**config.mk**
```make
export PLATFORM = sky130hd
export DESIGN_NAME = lifo_stack_controller_flat
export DESIGN_NICKNAME = d
export VERILOG_FILES = /design/src/rtl/lifo_stack_controller_if.sv /design/src/rtl/lifo_stack_controller.sv /design/src/flat_wrapper.sv
export SDC_FILE = /design/constraint.sdc
export NUM_CORES = 1
export LEC_CHECK = 0
export ABC_AREA = 0
export CORE_ASPECT_RATIO = 1.25
export CORE_MARGIN = 5
export CORE_UTILIZATION = 46
export DETAILED_ROUTE_END_ITERATION = 12
export PLACE_DENSITY = 0.84
export SYNTH_ARGS = -nofsm -noshare
export SYNTH_HDL_FRONTEND = slang
export SYNTH_SLANG_ARGS = --single-unit
```
**constraint.sdc**
```tcl
create_clock -name Clk_In -period 3.98 [get_ports Clk_In]
set_clock_uncertainty 0.15 [all_clocks]
set_input_delay 1.194 -clock Clk_In [delete_from_list [all_inputs] [get_ports Clk_In]]
set_output_delay 1.194 -clock Clk_In [all_outputs]
set_load 0.02 [all_outputs]
```
**src/rtl/lifo_stack_controller_if.sv**
```systemverilog
// ---------------------------------------------------------------------------
// lifo_stack_controller_if
//   Command / response handshake bundle for the LIFO stack controller.
//
//   Command channel (requester -> controller):
//     Cmd_Valid_In, Cmd_Op_In[1:0], Cmd_Data_In[DATA_WIDTH-1:0]
//     Cmd_Ready_Out (controller -> requester)
//   Response channel (controller -> requester):
//     Rsp_Valid_Out, Rsp_Data_Out[DATA_WIDTH-1:0], Rsp_Error_Out
//     Rsp_Ready_In (requester -> controller)
//
//   Modports:
//     master - the requester side (issues commands, consumes responses)
//     slave  - the controller side
// ---------------------------------------------------------------------------
interface lifo_stack_controller_if #(
    parameter int DATA_WIDTH = 16
);
    logic                  Cmd_Valid_In;
    logic                  Cmd_Ready_Out;
    logic [1:0]            Cmd_Op_In;
    logic [DATA_WIDTH-1:0] Cmd_Data_In;
    logic                  Rsp_Valid_Out;
    logic                  Rsp_Ready_In;
    logic [DATA_WIDTH-1:0] Rsp_Data_Out;
    logic                  Rsp_Error_Out;

    modport master (
        output Cmd_Valid_In, Cmd_Op_In, Cmd_Data_In, Rsp_Ready_In,
        input  Cmd_Ready_Out, Rsp_Valid_Out, Rsp_Data_Out, Rsp_Error_Out
    );

    modport slave (
        input  Cmd_Valid_In, Cmd_Op_In, Cmd_Data_In, Rsp_Ready_In,
        output Cmd_Ready_Out, Rsp_Valid_Out, Rsp_Data_Out, Rsp_Error_Out
    );
endinterface

```
**src/rtl/lifo_stack_controller.sv**
```systemverilog
// ---------------------------------------------------------------------------
// lifo_stack_controller
//   Command-sequencing front end for a DATA_WIDTH x DEPTH LIFO stack.
//   Accepts PUSH/POP/PEEK/CLEAR commands, turns each into single-cycle
//   stack strobes, captures the stack read data and returns exactly one
//   response per command.
//
//   Ports:
//     Clk_In, Reset_In       clock, synchronous active-high reset
//     cmd_rsp_if (slave)     command and response valid/ready channels
//     Stack_Push_Out/Pop/Peek  one-hot strobes to the stack
//     Stack_Data_Out         latched command data presented to the stack
//     Stack_Data_In          stack read data
//     Stack_Empty_In/Full_In stack flags
//     Level_Out              tracked occupancy (0 when the counter is absent)
//
//   Build option:
//     LIFO_CTRL_LEVEL_EN     when defined, an occupancy counter drives
//                            Level_Out; otherwise Level_Out is tied to 0.
//
//   All outputs are registered. A response becomes visible on the same edge
//   the FSM enters RESP, so an error response is sampled one edge after the
//   command is accepted and a normal one two edges after.
// ---------------------------------------------------------------------------
module lifo_stack_controller #(
    parameter int DATA_WIDTH = 16,
    parameter int DEPTH      = 8
) (
    input  logic                  Clk_In,
    input  logic                  Reset_In,
    lifo_stack_controller_if.slave cmd_rsp_if,
    output logic                  Stack_Push_Out,
    output logic                  Stack_Pop_Out,
    output logic                  Stack_Peek_Out,
    output logic [DATA_WIDTH-1:0] Stack_Data_Out,
    input  logic [DATA_WIDTH-1:0] Stack_Data_In,
    input  logic                  Stack_Empty_In,
    input  logic                  Stack_Full_In,
    output logic [3:0]            Level_Out
);

    localparam int CNT_W = $clog2(DEPTH + 1);

    localparam logic [1:0] OP_PUSH  = 2'b00;
    localparam logic [1:0] OP_POP   = 2'b01;
    localparam logic [1:0] OP_PEEK  = 2'b10;
    localparam logic [1:0] OP_CLEAR = 2'b11;

    typedef enum logic [1:0] {IDLE, ISSUE, DRAIN, RESP} state_t;

    state_t                state_q, state_d;
    logic [1:0]            op_q, op_d;
    logic [DATA_WIDTH-1:0] data_q, data_d;
    logic                  ready_q, ready_d;
    logic                  push_q, push_d;
    logic                  pop_q, pop_d;
    logic                  peek_q, peek_d;
    logic                  rsp_valid_q, rsp_valid_d;
    logic                  rsp_err_q, rsp_err_d;
    logic [DATA_WIDTH-1:0] rsp_data_q, rsp_data_d;
    logic [CNT_W-1:0]      cnt_q, cnt_d;
    logic [CNT_W-1:0]      cnt_inc;
`ifdef LIFO_CTRL_LEVEL_EN
    logic [3:0]            level_q, level_d;
`endif

    logic cmd_fire;
    logic cmd_reject;

    assign cmd_fire   = cmd_rsp_if.Cmd_Valid_In && ready_q;
    // Rejection is decided from the flags at acceptance; no strobe is issued.
    assign cmd_reject = ((cmd_rsp_if.Cmd_Op_In == OP_PUSH) && Stack_Full_In) ||
                        (((cmd_rsp_if.Cmd_Op_In == OP_POP) ||
                          (cmd_rsp_if.Cmd_Op_In == OP_PEEK)) && Stack_Empty_In);
    assign cnt_inc    = cnt_q + CNT_W'(1);

    always_comb begin
        state_d     = state_q;
        op_d        = op_q;
        data_d      = data_q;
        ready_d     = ready_q;
        push_d      = 1'b0;
        pop_d       = 1'b0;
        peek_d      = 1'b0;
        rsp_valid_d = rsp_valid_q;
        rsp_err_d   = rsp_err_q;
        rsp_data_d  = rsp_data_q;
        cnt_d       = cnt_q;
`ifdef LIFO_CTRL_LEVEL_EN
        level_d     = level_q;
`endif
        case (state_q)
            IDLE: begin
                if (cmd_fire) begin
                    op_d    = cmd_rsp_if.Cmd_Op_In;
                    data_d  = cmd_rsp_if.Cmd_Data_In;
                    ready_d = 1'b0;
                    if (cmd_reject) begin
                        state_d     = RESP;
                        rsp_valid_d = 1'b1;
                        rsp_err_d   = 1'b1;
                        rsp_data_d  = '0;
                    end else if ((cmd_rsp_if.Cmd_Op_In == OP_CLEAR) && Stack_Empty_In) begin
                        state_d     = RESP;
                        rsp_valid_d = 1'b1;
                        rsp_err_d   = 1'b0;
                        rsp_data_d  = '0;
                    end else if (cmd_rsp_if.Cmd_Op_In == OP_CLEAR) begin
                        state_d = DRAIN;
                        pop_d   = 1'b1;
                        cnt_d   = '0;
                    end else begin
                        state_d = ISSUE;
                        push_d  = (cmd_rsp_if.Cmd_Op_In == OP_PUSH);
                        pop_d   = (cmd_rsp_if.Cmd_Op_In == OP_POP);
                        peek_d  = (cmd_rsp_if.Cmd_Op_In == OP_PEEK);
                    end
                end
            end
            ISSUE: begin
                // Stack acted on the falling edge of the strobe cycle, so its
                // read data is valid at this edge.
                state_d     = RESP;
                rsp_valid_d = 1'b1;
                rsp_err_d   = 1'b0;
                rsp_data_d  = (op_q == OP_PUSH) ? '0 : Stack_Data_In;
`ifdef LIFO_CTRL_LEVEL_EN
                if ((op_q == OP_PUSH) && (level_q != 4'(DEPTH)))
                    level_d = level_q + 4'd1;
                else if ((op_q == OP_POP) && (level_q != 4'd0))
                    level_d = level_q - 4'd1;
`endif
            end
            DRAIN: begin
                cnt_d = cnt_inc;
`ifdef LIFO_CTRL_LEVEL_EN
                if (level_q != 4'd0)
                    level_d = level_q - 4'd1;
`endif
                if (Stack_Empty_In) begin
                    state_d     = RESP;
                    rsp_valid_d = 1'b1;
                    rsp_err_d   = 1'b0;
                    rsp_data_d  = DATA_WIDTH'(cnt_inc);
                end else begin
                    pop_d = 1'b1;
                end
            end
            RESP: begin
                if (cmd_rsp_if.Rsp_Ready_In) begin
                    state_d     = IDLE;
                    rsp_valid_d = 1'b0;
                    ready_d     = 1'b1;
                end
            end
            default: begin
                state_d = IDLE;
                ready_d = 1'b1;
            end
        endcase
    end

    always_ff @(posedge Clk_In) begin
        if (Reset_In) begin
            state_q     <= IDLE;
            op_q        <= OP_PUSH;
            data_q      <= '0;
            ready_q     <= 1'b1;
            push_q      <= 1'b0;
            pop_q       <= 1'b0;
            peek_q      <= 1'b0;
            rsp_valid_q <= 1'b0;
            rsp_err_q   <= 1'b0;
            rsp_data_q  <= '0;
            cnt_q       <= '0;
`ifdef LIFO_CTRL_LEVEL_EN
            level_q     <= 4'd0;
`endif
        end else begin
            state_q     <= state_d;
            op_q        <= op_d;
            data_q      <= data_d;
            ready_q     <= ready_d;
            push_q      <= push_d;
            pop_q       <= pop_d;
            peek_q      <= peek_d;
            rsp_valid_q <= rsp_valid_d;
            rsp_err_q   <= rsp_err_d;
            rsp_data_q  <= rsp_data_d;
            cnt_q       <= cnt_d;
`ifdef LIFO_CTRL_LEVEL_EN
            level_q     <= level_d;
`endif
        end
    end

    assign cmd_rsp_if.Cmd_Ready_Out = ready_q;
    assign cmd_rsp_if.Rsp_Valid_Out = rsp_valid_q;
    assign cmd_rsp_if.Rsp_Error_Out = rsp_err_q;
    assign cmd_rsp_if.Rsp_Data_Out  = rsp_data_q;
    assign Stack_Push_Out           = push_q;
    assign Stack_Pop_Out            = pop_q;
    assign Stack_Peek_Out           = peek_q;
    assign Stack_Data_Out           = data_q;
`ifdef LIFO_CTRL_LEVEL_EN
    assign Level_Out                = level_q;
`else
    assign Level_Out                = 4'd0;
`endif

endmodule
```
**src/flat_wrapper.sv**
```systemverilog
// flat-port wrapper written by rule: the top's interface ports become plain ports
module lifo_stack_controller_flat 
#(
    parameter int DATA_WIDTH = 16,
    parameter int DEPTH      = 8
)
  (Clk_In, Reset_In, Stack_Push_Out, Stack_Pop_Out, Stack_Peek_Out, Stack_Data_Out, Stack_Data_In, Stack_Empty_In, Stack_Full_In, Level_Out, cmd_rsp_if_Cmd_Valid_In, cmd_rsp_if_Cmd_Op_In, cmd_rsp_if_Cmd_Data_In, cmd_rsp_if_Rsp_Ready_In, cmd_rsp_if_Cmd_Ready_Out, cmd_rsp_if_Rsp_Valid_Out, cmd_rsp_if_Rsp_Data_Out, cmd_rsp_if_Rsp_Error_Out);
  lifo_stack_controller_if #(.DATA_WIDTH(DATA_WIDTH)) cmd_rsp_if_i ();
  input  logic Clk_In;
  input  logic Reset_In;
  output logic Stack_Push_Out;
  output logic Stack_Pop_Out;
  output logic Stack_Peek_Out;
  output logic [DATA_WIDTH-1:0] Stack_Data_Out;
  input  logic [DATA_WIDTH-1:0] Stack_Data_In;
  input  logic Stack_Empty_In;
  input  logic Stack_Full_In;
  output logic [3:0] Level_Out;
  input wire logic [$bits(cmd_rsp_if_i.Cmd_Valid_In)-1:0] cmd_rsp_if_Cmd_Valid_In;
  input wire logic [$bits(cmd_rsp_if_i.Cmd_Op_In)-1:0] cmd_rsp_if_Cmd_Op_In;
  input wire logic [$bits(cmd_rsp_if_i.Cmd_Data_In)-1:0] cmd_rsp_if_Cmd_Data_In;
  input wire logic [$bits(cmd_rsp_if_i.Rsp_Ready_In)-1:0] cmd_rsp_if_Rsp_Ready_In;
  output wire logic [$bits(cmd_rsp_if_i.Cmd_Ready_Out)-1:0] cmd_rsp_if_Cmd_Ready_Out;
  output wire logic [$bits(cmd_rsp_if_i.Rsp_Valid_Out)-1:0] cmd_rsp_if_Rsp_Valid_Out;
  output wire logic [$bits(cmd_rsp_if_i.Rsp_Data_Out)-1:0] cmd_rsp_if_Rsp_Data_Out;
  output wire logic [$bits(cmd_rsp_if_i.Rsp_Error_Out)-1:0] cmd_rsp_if_Rsp_Error_Out;
  assign cmd_rsp_if_i.Cmd_Valid_In = cmd_rsp_if_Cmd_Valid_In;
  assign cmd_rsp_if_i.Cmd_Op_In = cmd_rsp_if_Cmd_Op_In;
  assign cmd_rsp_if_i.Cmd_Data_In = cmd_rsp_if_Cmd_Data_In;
  assign cmd_rsp_if_i.Rsp_Ready_In = cmd_rsp_if_Rsp_Ready_In;
  assign cmd_rsp_if_Cmd_Ready_Out = cmd_rsp_if_i.Cmd_Ready_Out;
  assign cmd_rsp_if_Rsp_Valid_Out = cmd_rsp_if_i.Rsp_Valid_Out;
  assign cmd_rsp_if_Rsp_Data_Out = cmd_rsp_if_i.Rsp_Data_Out;
  assign cmd_rsp_if_Rsp_Error_Out = cmd_rsp_if_i.Rsp_Error_Out;
  lifo_stack_controller #(.DATA_WIDTH(DATA_WIDTH), .DEPTH(DEPTH)) u_core (.Clk_In(Clk_In), .Reset_In(Reset_In), .cmd_rsp_if(cmd_rsp_if_i), .Stack_Push_Out(Stack_Push_Out), .Stack_Pop_Out(Stack_Pop_Out), .Stack_Peek_Out(Stack_Peek_Out), .Stack_Data_Out(Stack_Data_Out), .Stack_Data_In(Stack_Data_In), .Stack_Empty_In(Stack_Empty_In), .Stack_Full_In(Stack_Full_In), .Level_Out(Level_Out));
endmodule
```
Word level (Yosys, flattened, before mapping) --
Index checks and enable logic that the tools add are counted.
Storage, ports and cells: logic and storage cells 84, output and inout bits 42, register bits 46, input port bits 40
Operators by class: mux-type cells 38, equal/unequal tests 13, bitwise gates (word level) 2, reduce and logical (&&, ||, !) cells 19, $add $sub $neg 1
Operators by type and width (count):
- 2-to-1 mux 16 bit | 5
- case mux 16 bit (3 select lines) | 1
- 2-to-1 mux 1 bit | 16
- 2-to-1 mux 4 bit | 4
- 2-to-1 mux 2 bit | 6
- == test 2 bit, second input constant | 4
- inequality test 2 bit, second input constant | 4
- case mux 2 bit (4 select lines) | 1
- case mux 4 bit (2 select lines) | 1
- AND reduction 4 bit | 2
- zero test 2 bit | 3
- AND reduction 3 bit | 2
- OR reduction 6 bit | 1
- AND reduction 5 bit | 1
- adder 4 x 1 -> 4 bit, second input constant | 1
- == test 2 x 1 -> 1 bit, second input constant | 2
- logical AND 1 bit | 4
- inequality test 2 x 1 -> 1 bit, second input constant | 2
- case mux 1 bit (2 select lines) | 2
- case mux 1 bit (4 select lines) | 1
- nonzero test 2 bit | 2
- inequality test 3 x 1 -> 1 bit, second input constant | 1
- case mux 1 bit (3 select lines) | 1
- nonzero test 3 bit | 1
- 3 further kinds | 5

Depth between registers and ports, before layout --
Gate-level depths: netlist (run 1).
depth in word-level cells 7, depth in mapped cells 8

Worst setup path after synthesis (run 1) --
OpenSTA, ideal clock, no wires.
path kind in2reg, from input port cmd_rsp_if_Cmd_Op_In[0], to register u_core.rsp_data_q[0], in the netlist u_core.cmd_rsp_if.Rsp_Data_Out[0], setup time 0.070 ns, slack 1.172 ns, stages 7, path buffers 1, data required time 3.760 ns, arrival 2.587 ns, path through inv_1 > ha_1 > o21ai_1 > a2111o_1 > buf_2 > or3_1 > a21oi_1
Between the ends: cells in the longest elaborated chain, start to end 7
Ends and longest elaborated chain:
- start: declaration | RTL line flat_wrapper.sv:20 | input wire logic [$bits(cmd_rsp_if_i.Cmd_Op_In)-1:0] cmd_rsp_if_Cmd_Op_In;
- == test 2 x 1 -> 1 bit / == test 2 bit (equally long branches) | RTL line lifo_stack_controller.sv:73, lifo_stack_controller.sv:74
- logical OR 1 bit | RTL line lifo_stack_controller.sv:73 | (((cmd_rsp_if.Cmd_Op_In == OP_POP) ||
- logical AND 1 bit | RTL line lifo_stack_controller.sv:74 | (cmd_rsp_if.Cmd_Op_In == OP_PEEK)) && Stack_Empty_In);
- logical OR 1 bit | RTL line lifo_stack_controller.sv:72 | assign cmd_reject = ((cmd_rsp_if.Cmd_Op_In == OP_PUSH) && Stack_Full_In) ||
- 2-to-1 mux 16 bit | RTL line lifo_stack_controller.sv:98 | if (cmd_reject) begin
- 2-to-1 mux 16 bit | RTL line lifo_stack_controller.sv:94 | if (cmd_fire) begin
- case mux 16 bit (3 select lines) | RTL line lifo_stack_controller.sv:92 | case (state_q)
- end signal: assignment | RTL line lifo_stack_controller.sv:189 | rsp_data_q <= rsp_data_d;
- end: declaration | RTL line lifo_stack_controller.sv:60 | logic [DATA_WIDTH-1:0] rsp_data_q, rsp_data_d;
Parallel ways exist; a longest one is shown, timed or not. The select of a mux whose other input is x is not followed. A chain may end at the register's enable or synchronous reset.

Worst setup path in the final report (run 1) --
Ends and elaborated chain as after synthesis.

==> flow_summary.json, run 1 <==
{
  "status": "finished clean",
  "gp_congestion": 0.8264,
  "fp.dieArea_um2": 5898,
  "wl_met3_um": 273,
  "nets": 372,
  "ys_ff_latch": 46,
  "fin_crit_sh": 0.7993,
  "io_buffers": 77,
  "grt_pass1_wl_mm": 8.266,
  "hp-class": "reg -> reg",
  "setup_violations": 0,
  "tritoncts": "done",
  "root_buffer": "clkbuf_8",
  "startpoint": "cmd_rsp_if_Cmd_Op_In[0]",
  "final_common_cell": "clkdlybuf4s50_1",
  "slew_viol_final": 0,
  "ir_drop_uv": 347.9,
  "ys_types": 37,
  "p_leak_nw": 1.129,
  "netlist_top_cells_area": "dfxtp_1 (45%), nand2_1 (10%), a21oi_1 (9.5%), ha_1 (6.7%), nand3_1 (3.7%)",
  "hp-start": "u_core.cmd_rsp_if.Rsp_Data_Out[6]$_SDFFE_PP0P_",
  "antenna_left": 0,
  "grt_max_degree": 21,
  "dr.first_iter.drc_count": 79,
  "synth.mux.area_fraction": 0.02442,
  "met2_length_mm": 2.611,
  "netlist_instances": 245,
  "antenna_found_initial": 0,
  "cts_made_buffers": 5,
  "dp_slack_ns": 0.4942,
  "grt-ovfl-total": 0,
  "p_clk_frac": 0.224,
  "wire_per_inst_um": 13.61,
  "final.min_clock_period_ns": 3.181,
  "dp.cells": 372,
  "setup-tns-final_ns": 0,
  "top_layer": "met4",
  "comb_power_share": 0.406,
  "final_cell_mix": "clkdlybuf4s50_1 (77), nand2_1 (56), dfxtp_1 (46)",
  "seqPwrFrac": 0.370,
  "power_density_nw_per_um2": 505.4,
  "multi_input_area_um2": 1032,
  "syn2layout_area_growth_pct": 45.30,
  "numClockSinks": 46,
  "worst_slack_ns": 0.7986,
  "drv_cap": 0,
  "postCtsSetupBuffers": 0,
  "drive_above_1_share": 0.04969,
  "yosysSeqAreaShare": 0.4493,
  "clkLatencyLatePin_ns": 0.29,
  "row_count": 27,
  "critPathCaptureType": "flop",
  "max_freq_mhz": 314.3,
  "synthSimpleGateAreaFrac": 0.2112,
  "cts.clk_slew.worst_paths_ns": 0.08,
  "crit_arrival_ns": 3.24,
  "h-tree-depth": 2,
  "die_width_um": 69.70,
  "die_h_um": 84.63,
  "regArea_um2": 920.9,
  "wirelength_met1_mm": 2.252,
  "coreArea_um2": 4358,
  "synthesis.area_um2": 2049,
  "worst_slew_pin_slew_ns": 0.7076,
  "finish.instance_area_um2": 2978,
  "synth_top_family_by_area": "simple AND/OR/NAND/NOR gates",
  "synth_compound_area_frac": 0.1893,
  "initial_utilization": 0.4703,
  "yosysTopAreaCell": "dfxtp_1",
  "vias": 1904,
  "maxSlewHeadroom": 0.5270,
  "critPathLaunchType": "input port",
  "power.switching_w": 0.0005335,
  "final_hold_viol_count": 0,
  "stdcell_count": 380,
  "power_w": 0.001505,
  "grt_pass1_vias": 1767,
  "holdBufCountCts": 0,
  "synth_warnings": 0,
  "r2r_slack_ns": 1.71,
  "r2r_start": "u_core.state_q[0]$_SDFFE_PP0P_",
  "hpwl_mm": 3.840,
  "drt_first_pass_iters": 4,
  "cts_resized": 0,
  "drc": 0,
  "p_int_w": 0.0009716,
  "rsz0062_at_grt": "no",
  "worstPathMaxFanout": 6,
  "synth_adder_area_share": 0.06716,
  "antenna_cells": 0,
  "viasPerCell": 5.011,
  "avgSynthCellArea_um2": 8.365,
  "worstSetupPathType": "in -> reg",
  "clockBufferDepth": 2,
  "ios": 82,
  "yosys.area.top_type_share": 0.4493,
  "synth_xor_area_frac": 0.004274,
  "postPlaceCellArea_um2": 2868,
  "totalWireLength_mm": 5.173,
  "cp.required_ns": 4.04,
  "swShare": 0.3545,
  "fill_cells": 352,
  "grtUsageTotal": 0.1710
}
[per-stage QoR]
| step | hold WS, ns | util |
|---|---|---|
| after floorplan | 0.2866 | - |
| after global placement | 0.2881 | 0.6581 |
| after detailed placement | 0.2946 | 0.6581 |
| after CTS | 0.3066 | 0.6833 |
| after global routing | 0.3209 | 0.6833 |
| final | 0.3057 | 0.6833 |
[final cells by class]
type	count	area share
Tap cell	58	0.02437
Multi-Input combinational cell	178	0.3466
Clock buffer	6	0.02437
Timing Repair Buffer	83	0.2739
Sequential cell	46	0.3092
Clock inverter	2	0.01261
Inverter	7	0.008824
[synthesized netlist by cell type, drive strengths merged]
master,number
clkbuf,10
o21a,1
nand2b,1
a211oi,1
nor3,3
a22o,1
dfxtp,46
buf,7
or3,1
nand3,15
o41ai,1
nor2,10
a311oi,1
nand3b,2
inv,7
and3,1
o21ai,2
and2,3
conb,1
a21oi,39
o22ai,1
ha,11
mux2i,5
nand4bb,1
nand2,56
a21boi,2
a32oi,2
a22oi,2
xor2,1
o21bai,1
a2111oi,1
nor2b,5
a31oi,3
a2111o,1
[power groups by stage]
stage | combinational (W) | clock (W) | sequential (W)
6_report | 0.000612 | 0.000337 | 0.000556
5_1_grt | 0.000661 | 0.000367 | 0.000566
3_5_place_dp | 0.000611 | 0 | 0.000567
3_3_place_gp | 0.000602 | 0 | 0.000565
2_1_floorplan | 0.000334 | 0 | 0.000621
4_1_cts | 0.000614 | 0.000346 | 0.000557
[cells by family (layout without fill, tap and decap cells)]
family,after synthesis,count (layout)
and+or+nand+nor,98,98
AOI/OAI and AO/OA,59,59
DFF,46,46
buffers and inverters,24,98
adders and majority gates,11,11
muxes,5,5
other,1,4
xor gates and xnor gates,1,1
[critical path, stage by stage]
cell             delay (ns)
clkdlybuf4s50_1        0.57
inv_1                  0.09
ha_1                   0.31
o21ai_1                0.13
a2111o_1               0.47
or3_1                  0.36
a21oi_1                0.12
[metal layers]
| layer | track usage | vias up |
|---|---|---|
| met1 | 0.1996 | 869 |
| li1 | - | 977 |
| met3 | 0.03832 | 2 |
| met4 | 0.04704 | 0 |
| met2 | 0.3125 | 56 |
| met5 | 0 | - |
[worst paths after layout]
kind	depth (start not counted)	to
max	7	u_core.cmd_rsp_if.Rsp_Data_Out[0]$_SDFFE_PP0P_
max reg2reg	6	u_core.cmd_rsp_if.Rsp_Data_Out[0]$_SDFFE_PP0P_
min	2	u_core.cmd_rsp_if.Rsp_Data_Out[6]$_SDFFE_PP0P_
min reg2reg	2	u_core.cmd_rsp_if.Rsp_Data_Out[6]$_SDFFE_PP0P_
[sequential cells by signal, summed over array words and instances, names as in the netlist]
name                             flops
u_core.Stack_Peek_Out                1
u_core.state_q                       2
u_core.cnt_q                         4
u_core.cmd_rsp_if.Rsp_Data_Out      16
u_core.Stack_Push_Out                1
u_core.op_q                          2
u_core.cmd_rsp_if.Rsp_Valid_Out      1
u_core.cmd_rsp_if.Rsp_Error_Out      1
u_core.Stack_Data_Out               16
u_core.cmd_rsp_if.Cmd_Ready_Out      1
u_core.Stack_Pop_Out                 1
Power figures use the tool's default switching activity.
==> run 2: changes to the inputs <==
--- a/config.mk
+++ b/config.mk
@@ -8,9 +8,9 @@
 export ABC_AREA = 0
 export CORE_ASPECT_RATIO = 1.25
 export CORE_MARGIN = 5
-export CORE_UTILIZATION = 46
+export CORE_UTILIZATION = 39
 export DETAILED_ROUTE_END_ITERATION = 12
-export PLACE_DENSITY = 0.84
+export PLACE_DENSITY = 0.76
 export SYNTH_ARGS = -nofsm -noshare
 export SYNTH_HDL_FRONTEND = slang
 export SYNTH_SLANG_ARGS = --single-unit
==> constraint.sdc (replaced) <==
create_clock -name Clk_In -period 2.92 [get_ports Clk_In]
set_clock_uncertainty 0.15 [all_clocks]
set_input_delay 0.876 -clock Clk_In [delete_from_list [all_inputs] [get_ports Clk_In]]
set_output_delay 0.876 -clock Clk_In [all_outputs]
set_load 0.02 [all_outputs]
==> run 2 against run 1 <==
  * Critical path depth rose by 2
  * Critical path type unchanged
  * Highest routed layer unchanged
  * Clock-buffer cell count fell by 1
  * Cell count rose by 3.7%
  * Flip-flop and latch count did not move
  * Via count rose by 2.9%
  * First-iteration DRC count rose by 5.1%
  * Non-clock buffer count rose by 10
  * Sequential power rose by 36%
  * Sequential share of layout area fell by 0.90 points
  * Final area rose by 3.0%
==> flow_summary.json, run 2 (same netlist as run 1, synthesis figures left out) <==
{
  "status": "finished clean",
  "row_count": 29,
  "final_common_cell": "clkdlybuf4s50_1",
  "io_buffers": 77,
  "finish.instance_area_um2": 3067,
  "drt_first_pass_iters": 4,
  "critPathLaunchType": "input port",
  "die_width_um": 74.84,
  "r2r_start": "u_core.state_q[0]$_SDFFE_PP0P_",
  "grt-ovfl-total": 0,
  "grt_pass1_wl_mm": 8.694,
  "stdcell_count": 394,
  "h-tree-depth": 2,
  "worst_slew_pin_slew_ns": 0.5380,
  "setup-tns-final_ns": 0,
  "rsz0062_at_grt": "no",
  "tritoncts": "done",
  "holdBufCountCts": 0,
  "dp.cells": 386,
  "p_leak_nw": 1.178,
  "wire_per_inst_um": 13.45,
  "final_cell_mix": "clkdlybuf4s50_1 (77), nand2_1 (56), dfxtp_1 (46)",
  "final_hold_viol_count": 0,
  "final.min_clock_period_ns": 2.691,
  "cts_resized": 0,
  "drv_cap": 0,
  "hp-class": "reg -> reg",
  "numClockSinks": 46,
  "worstSetupPathType": "in -> reg",
  "postPlaceCellArea_um2": 2973,
  "gp_congestion": 0.8912,
  "viasPerCell": 4.972,
  "worstPathMaxFanout": 15,
  "antenna_left": 0,
  "clockBufferDepth": 2,
  "final_util": 0.6037,
  "coreArea_um2": 5080,
  "ios": 82,
  "r2r_slack_ns": 0.71,
  "drive_above_1_share": 0.08133,
  "grtUsageTotal": 0.1599,
  "power_w": 0.002062,
  "seqPwrFrac": 0.367,
  "cts.clk_slew.worst_paths_ns": 0.10,
  "min_path_cells": 2,
  "rr_endpoint": "u_core.cmd_rsp_if.Rsp_Valid_Out$_SDFFE_PP0P_",
  "fin_crit_sh": 0.9215,
  "p_clk_frac": 0.192,
  "fp.dieArea_um2": 6814,
  "syn2layout_area_growth_pct": 49.63,
  "antenna_cells": 0,
  "nets": 382,
  "comb_power_share": 0.440,
  "drc": 0,
  "grt_max_degree": 47,
  "clkLatencyLatePin_ns": 0.30,
  "reg2reg_depth": 6,
  "initial_utilization": 0.4034,
  "totalWireLength_mm": 5.301,
  "critPathCaptureType": "flop",
  "setup_violations": 0,
  "max_freq_mhz": 371.6,
  "hp-start": "u_core.cmd_rsp_if.Rsp_Data_Out[14]$_SDFFE_PP0P_",
  "p_int_w": 0.001301,
  "slew_viol_final": 0,
  "vias": 1959,
  "power_density_nw_per_um2": 672.3,
  "cts_made_buffers": 5,
  "maxSlewHeadroom": 0.6386,
  "antenna_found_initial": 0,
  "crit_arrival_ns": 2.78,
  "die_h_um": 91.05,
  "cp.required_ns": 3.01,
  "grt_pass1_vias": 1879,
  "min_to": "u_core.cmd_rsp_if.Rsp_Data_Out[14]$_SDFFE_PP0P_",
  "swShare": 0.3688,
  "ir_drop_uv": 431.7,
  "power.switching_w": 0.0007604,
  "dr.first_iter.drc_count": 83,
  "postCtsSetupBuffers": 0,
  "hpwl_mm": 4.007,
  "root_buffer": "clkbuf_8"
}
-- run 2: cell count changes in the layout (fill, tap and decap cells not counted) --
cell,change
clkinv_4,+1
bufinv_16,-1
buf_4,+8
inv_6,+1
buf_12,+2
clkbuf_1,-1
-- run 2: final cells by class --
class / count / area (um^2)
clock inverter: 3 / 25.02
sequential: 46 / 920.9
fill: 460 / 2013
tap: 62 / 77.57
timing repair buffer: 93 / 915.9
inverter: 7 / 26.28
clock buffer: 5 / 68.82
multi-input combinational: 178 / 1032
-- run 2: power groups by stage --
stage | logic, W | clock network, W | registers, W
3_5_place_dp | 0.000913 | 0 | 0.000773
5_1_grt | 0.000995 | 0.000442 | 0.000770
6_report | 0.000908 | 0.000397 | 0.000757
3_3_place_gp | 0.000900 | 0 | 0.000768
2_1_floorplan | 0.000455 | 0 | 0.000846
4_1_cts | 0.000916 | 0.000418 | 0.000758
-- run 2: metal layers --
| metal | global-route usage | wire [um] |
|---|---|---|
| met5 | 0 | 0 |
| met1 | 0.1854 | 2045 |
| met2 | 0.2762 | 2752 |
| met4 | 0.05935 | 68 |
| met3 | 0.03867 | 435 |
-- run 2: worst max path at each step --
stage | start | to | slack, ns | depth (start not counted)
6_report | cmd_rsp_if_Cmd_Op_In[1] | u_core.cmd_rsp_if.Rsp_Data_Out[11]$_SDFFE_PP0P_ | 0.23 | 9
5_1_grt | cmd_rsp_if_Cmd_Op_In[1] | u_core.cmd_rsp_if.Rsp_Data_Out[2]$_SDFFE_PP0P_ | 0.10 | 9
4_1_cts | cmd_rsp_if_Cmd_Op_In[1] | u_core.cmd_rsp_if.Rsp_Data_Out[7]$_SDFFE_PP0P_ | 0.24 | 9
3_5_place_dp | cmd_rsp_if_Cmd_Op_In[1] | u_core.cmd_rsp_if.Rsp_Data_Out[7]$_SDFFE_PP0P_ | -0.09 | 9
3_3_place_gp | cmd_rsp_if_Cmd_Op_In[0] | u_core.cmd_rsp_if.Rsp_Data_Out[2]$_SDFFE_PP0P_ | -0.02 | 9
2_1_floorplan | cmd_rsp_if_Cmd_Op_In[0] | u_core.cmd_rsp_if.Rsp_Data_Out[0]$_SDFFE_PP0P_ | 0.43 | 7
-- run 2: stage by stage --
| stage | hold WS [ns] | setup slack [ns] |
|---|---|---|
| after floorplan | 0.2866 | 0.4303 |
| after global placement | 0.2883 | -0.02493 |
| after detailed placement | 0.2925 | -0.08594 |
| after CTS | 0.3065 | 0.2402 |
| after global routing | 0.3257 | 0.1044 |
| final | 0.3064 | 0.2291 |
-- run 2: worst max-delay path, stage by stage --
cell and delay (ns):
clkdlybuf4s50_1 0.49, inv_1 0.06, ha_1 0.29, o21ai_1 0.08, buf_4 0.16, a2111oi_4 0.38, buf_12 0.19, nand3_1 0.08
a21oi_1 0.16
==> run 3: changes to the inputs <==
--- a/config.mk
+++ b/config.mk
@@ -6,11 +6,13 @@
 export NUM_CORES = 1
 export LEC_CHECK = 0
 export ABC_AREA = 0
+export CELL_PAD_IN_SITES_DETAIL_PLACEMENT = 1
+export CELL_PAD_IN_SITES_GLOBAL_PLACEMENT = 1
 export CORE_ASPECT_RATIO = 1.25
 export CORE_MARGIN = 5
-export CORE_UTILIZATION = 39
+export CORE_UTILIZATION = 28
 export DETAILED_ROUTE_END_ITERATION = 12
-export PLACE_DENSITY = 0.76
+export PLACE_DENSITY_LB_ADDON = 0.1
 export SYNTH_ARGS = -nofsm -noshare
 export SYNTH_HDL_FRONTEND = slang
 export SYNTH_SLANG_ARGS = --single-unit
==> run 3 against run 2 <==
  * Critical endpoint is now u_core.cmd_rsp_if.Rsp_Valid_Out$_SDFFE_PP0P_
  * Worst setup slack worse by 0.024 ns
  * Maximum frequency is 0.88% lower
  * Clock-buffer cell count increased by 1
  * Clock power fell by 4%
  * Non-clock buffer count is 1 higher
  * Worst hold slack better by 0.00058 ns
  * Cell count up 7.9%
  * Flip-flop and latch count is the same
  * Global-route usage is 2.7 points lower
  * Highest routed layer unchanged
  * Sequential power about the same
==> flow_summary.json, run 3 (same netlist as run 1, synthesis figures left out) <==
{
  "crit_arrival_ns": 2.77,
  "io_buffers": 77,
  "root_buffer": "clkbuf_8",
  "max_freq_mhz": 368.4,
  "crit_buf_inv": 4,
  "gp_congestion": 0.7833,
  "drc": 0,
  "holdBufCountCts": 0,
  "totalWireLength_mm": 5.899,
  "rsz0062_at_grt": "no",
  "swShare": 0.3701,
  "r2r_start": "u_core.state_q[0]$_SDFFE_PP0P_",
  "antenna_left": 0,
  "setup-tns-final_ns": 0,
  "postCtsSetupBuffers": 0,
  "grt_pass1_vias": 1981,
  "regArea_um2": 920.9,
  "ir_drop_uv": 231.4,
  "maxSlewHeadroom": 0.5785,
  "critPathLaunchType": "input port",
  "initial_utilization": 0.2819,
  "finish.instance_area_um2": 3087,
  "drv_cap": 0,
  "grt-ovfl-total": 0,
  "hp-start": "u_core.cmd_rsp_if.Rsp_Data_Out[14]$_SDFFE_PP0P_",
  "worst_slew_pin_slew_ns": 0.6323,
  "comb_power_share": 0.447,
  "cp.required_ns": 2.97,
  "coreArea_um2": 7269,
  "wire_per_inst_um": 13.88,
  "hp-class": "reg -> reg",
  "grt_max_degree": 35,
  "clkLatencyLatePin_ns": 0.29,
  "drt_first_pass_iters": 3,
  "nets": 383,
  "fill_cells": 874,
  "p_int_w": 0.001300,
  "worstPathCellList": "clkdlybuf4s50_1 -> inv_1 -> ha_1 -> o21ai_1 -> buf_4 -> a2111oi_4 -> buf_12 -> nor2_1 -> a311oi_1",
  "power_density_nw_per_um2": 668.8,
  "grtUsageTotal": 0.1333,
  "syn2layout_area_growth_pct": 50.61,
  "cp_top_family": "buffers and inverters",
  "status": "finished clean",
  "final_cell_mix": "clkdlybuf4s50_1 (76), nand2_1 (56), dfxtp_1 (46)",
  "critPathSlowestCell": "clkdlybuf4s50_1",
  "power.switching_w": 0.0007640,
  "setup_violations": 0,
  "row_count": 35,
  "critPathCaptureType": "flop",
  "dr.first_iter.drc_count": 36,
  "p_leak_nw": 1.179,
  "final_hold_viol_count": 0,
  "ios": 82,
  "fp.dieArea_um2": 9141,
  "die_width_um": 86.52,
  "fin_crit_sh": 0.9297,
  "cts_made_buffers": 5,
  "postPlaceCellArea_um2": 3000,
  "die_h_um": 105.7,
  "startpoint": "cmd_rsp_if_Cmd_Op_In[1]",
  "final.min_clock_period_ns": 2.715,
  "slew_viol_final": 0,
  "antenna_found_initial": 0,
  "cts.clk_slew.worst_paths_ns": 0.09,
  "grt_pass1_wl_mm": 9.708,
  "tritoncts": "done",
  "hpwl_mm": 4.561,
  "numClockSinks": 46,
  "final_common_cell": "clkdlybuf4s50_1",
  "worstPathMaxFanout": 16,
  "h-tree-depth": 2,
  "seqPwrFrac": 0.368,
  "vias": 1931,
  "p_clk_frac": 0.185,
  "multi_input_area_um2": 1032,
  "cts_resized": 0,
  "cp_slowest_stage_delay_ns": 0.48,
  "viasPerCell": 4.544,
  "worstSetupPathType": "in -> reg",
  "clockBufferDepth": 2,
  "drive_above_1_share": 0.08408,
  "antenna_cells": 0
}
## run 3: changes by cell type in the layout (fill, tap and decap cells not counted)
| cell | previous run | this run |
|---|---|---|
| buf_12 | 2 | 1 |
| buf_2 | 0 | 1 |
| clkbuf_1 | 0 | 1 |
| inv_6 | 1 | 0 |
| clkinv_2 | 0 | 1 |
| clkdlybuf4s50_1 | 77 | 76 |
| buf_4 | 14 | 16 |
| clkinvlp_4 | 1 | 0 |
## run 3: final timing paths
kind | end | slack [ns] | cells after the start
worst min-delay path | u_core.cmd_rsp_if.Rsp_Data_Out[14]$_SDFFE_PP0P_ | 0.31 | 2
worst min register to register | u_core.cmd_rsp_if.Rsp_Data_Out[14]$_SDFFE_PP0P_ | 0.31 | 2
worst max-delay path | u_core.cmd_rsp_if.Rsp_Valid_Out$_SDFFE_PP0P_ | 0.21 | 9
worst max register to register | u_core.cmd_rsp_if.Rsp_Valid_Out$_SDFFE_PP0P_ | 0.64 | 8
## run 3: power groups by stage
stage / clock network (W) / logic, W / registers, W
2_1_floorplan: 0 / 0.000455 / 0.000846
3_3_place_gp: 0 / 0.000930 / 0.000774
3_5_place_dp: 0 / 0.000940 / 0.000776
4_1_cts: 0.000408 / 0.000943 / 0.000761
5_1_grt: 0.000432 / 0.00102 / 0.000772
6_report: 0.000382 / 0.000923 / 0.000759
## run 3: routing by layer
metal,up-vias,global-route usage,wire length [um]
li1,997,-,-
met1,888,0.1561,2476
met2,40,0.2407,3071
met3,6,0.02737,279
met4,0,0.03675,72
met5,-,0,0
## run 3: tightest hold or removal path: cells and delay by family, from the launching register on
family	cells	cell delay, ns
flops	1	0.32
simple gates	1	0.05
compound gates	1	0.05
## run 3: area by class of cell
| type | instances | area share |
|---|---|---|
| clock inverter | 2 | 0.004459 |
| timing repair buffer | 94 | 0.2935 |
| clock buffer | 6 | 0.02351 |
| multi-input combinational | 178 | 0.3344 |
| tap | 92 | 0.03729 |
| inverter | 7 | 0.008512 |
| sequential | 46 | 0.2983 |
## run 3: metrics by stage
step	hold WS (ns)	total power, W	util	worst slack (ns)	instances
2_1_floorplan	0.2866	0.001300	-	0.4303	248
3_3_place_gp	0.2884	0.001704	0.4127	-0.04264	417
3_5_place_dp	0.2971	0.001715	0.4127	-0.1334	417
4_1_cts	0.3103	0.002112	0.4246	0.1837	425
5_1_grt	0.3294	0.002224	0.4246	0.04957	425
6_report	0.3070	0.002064	0.4246	0.2052	425
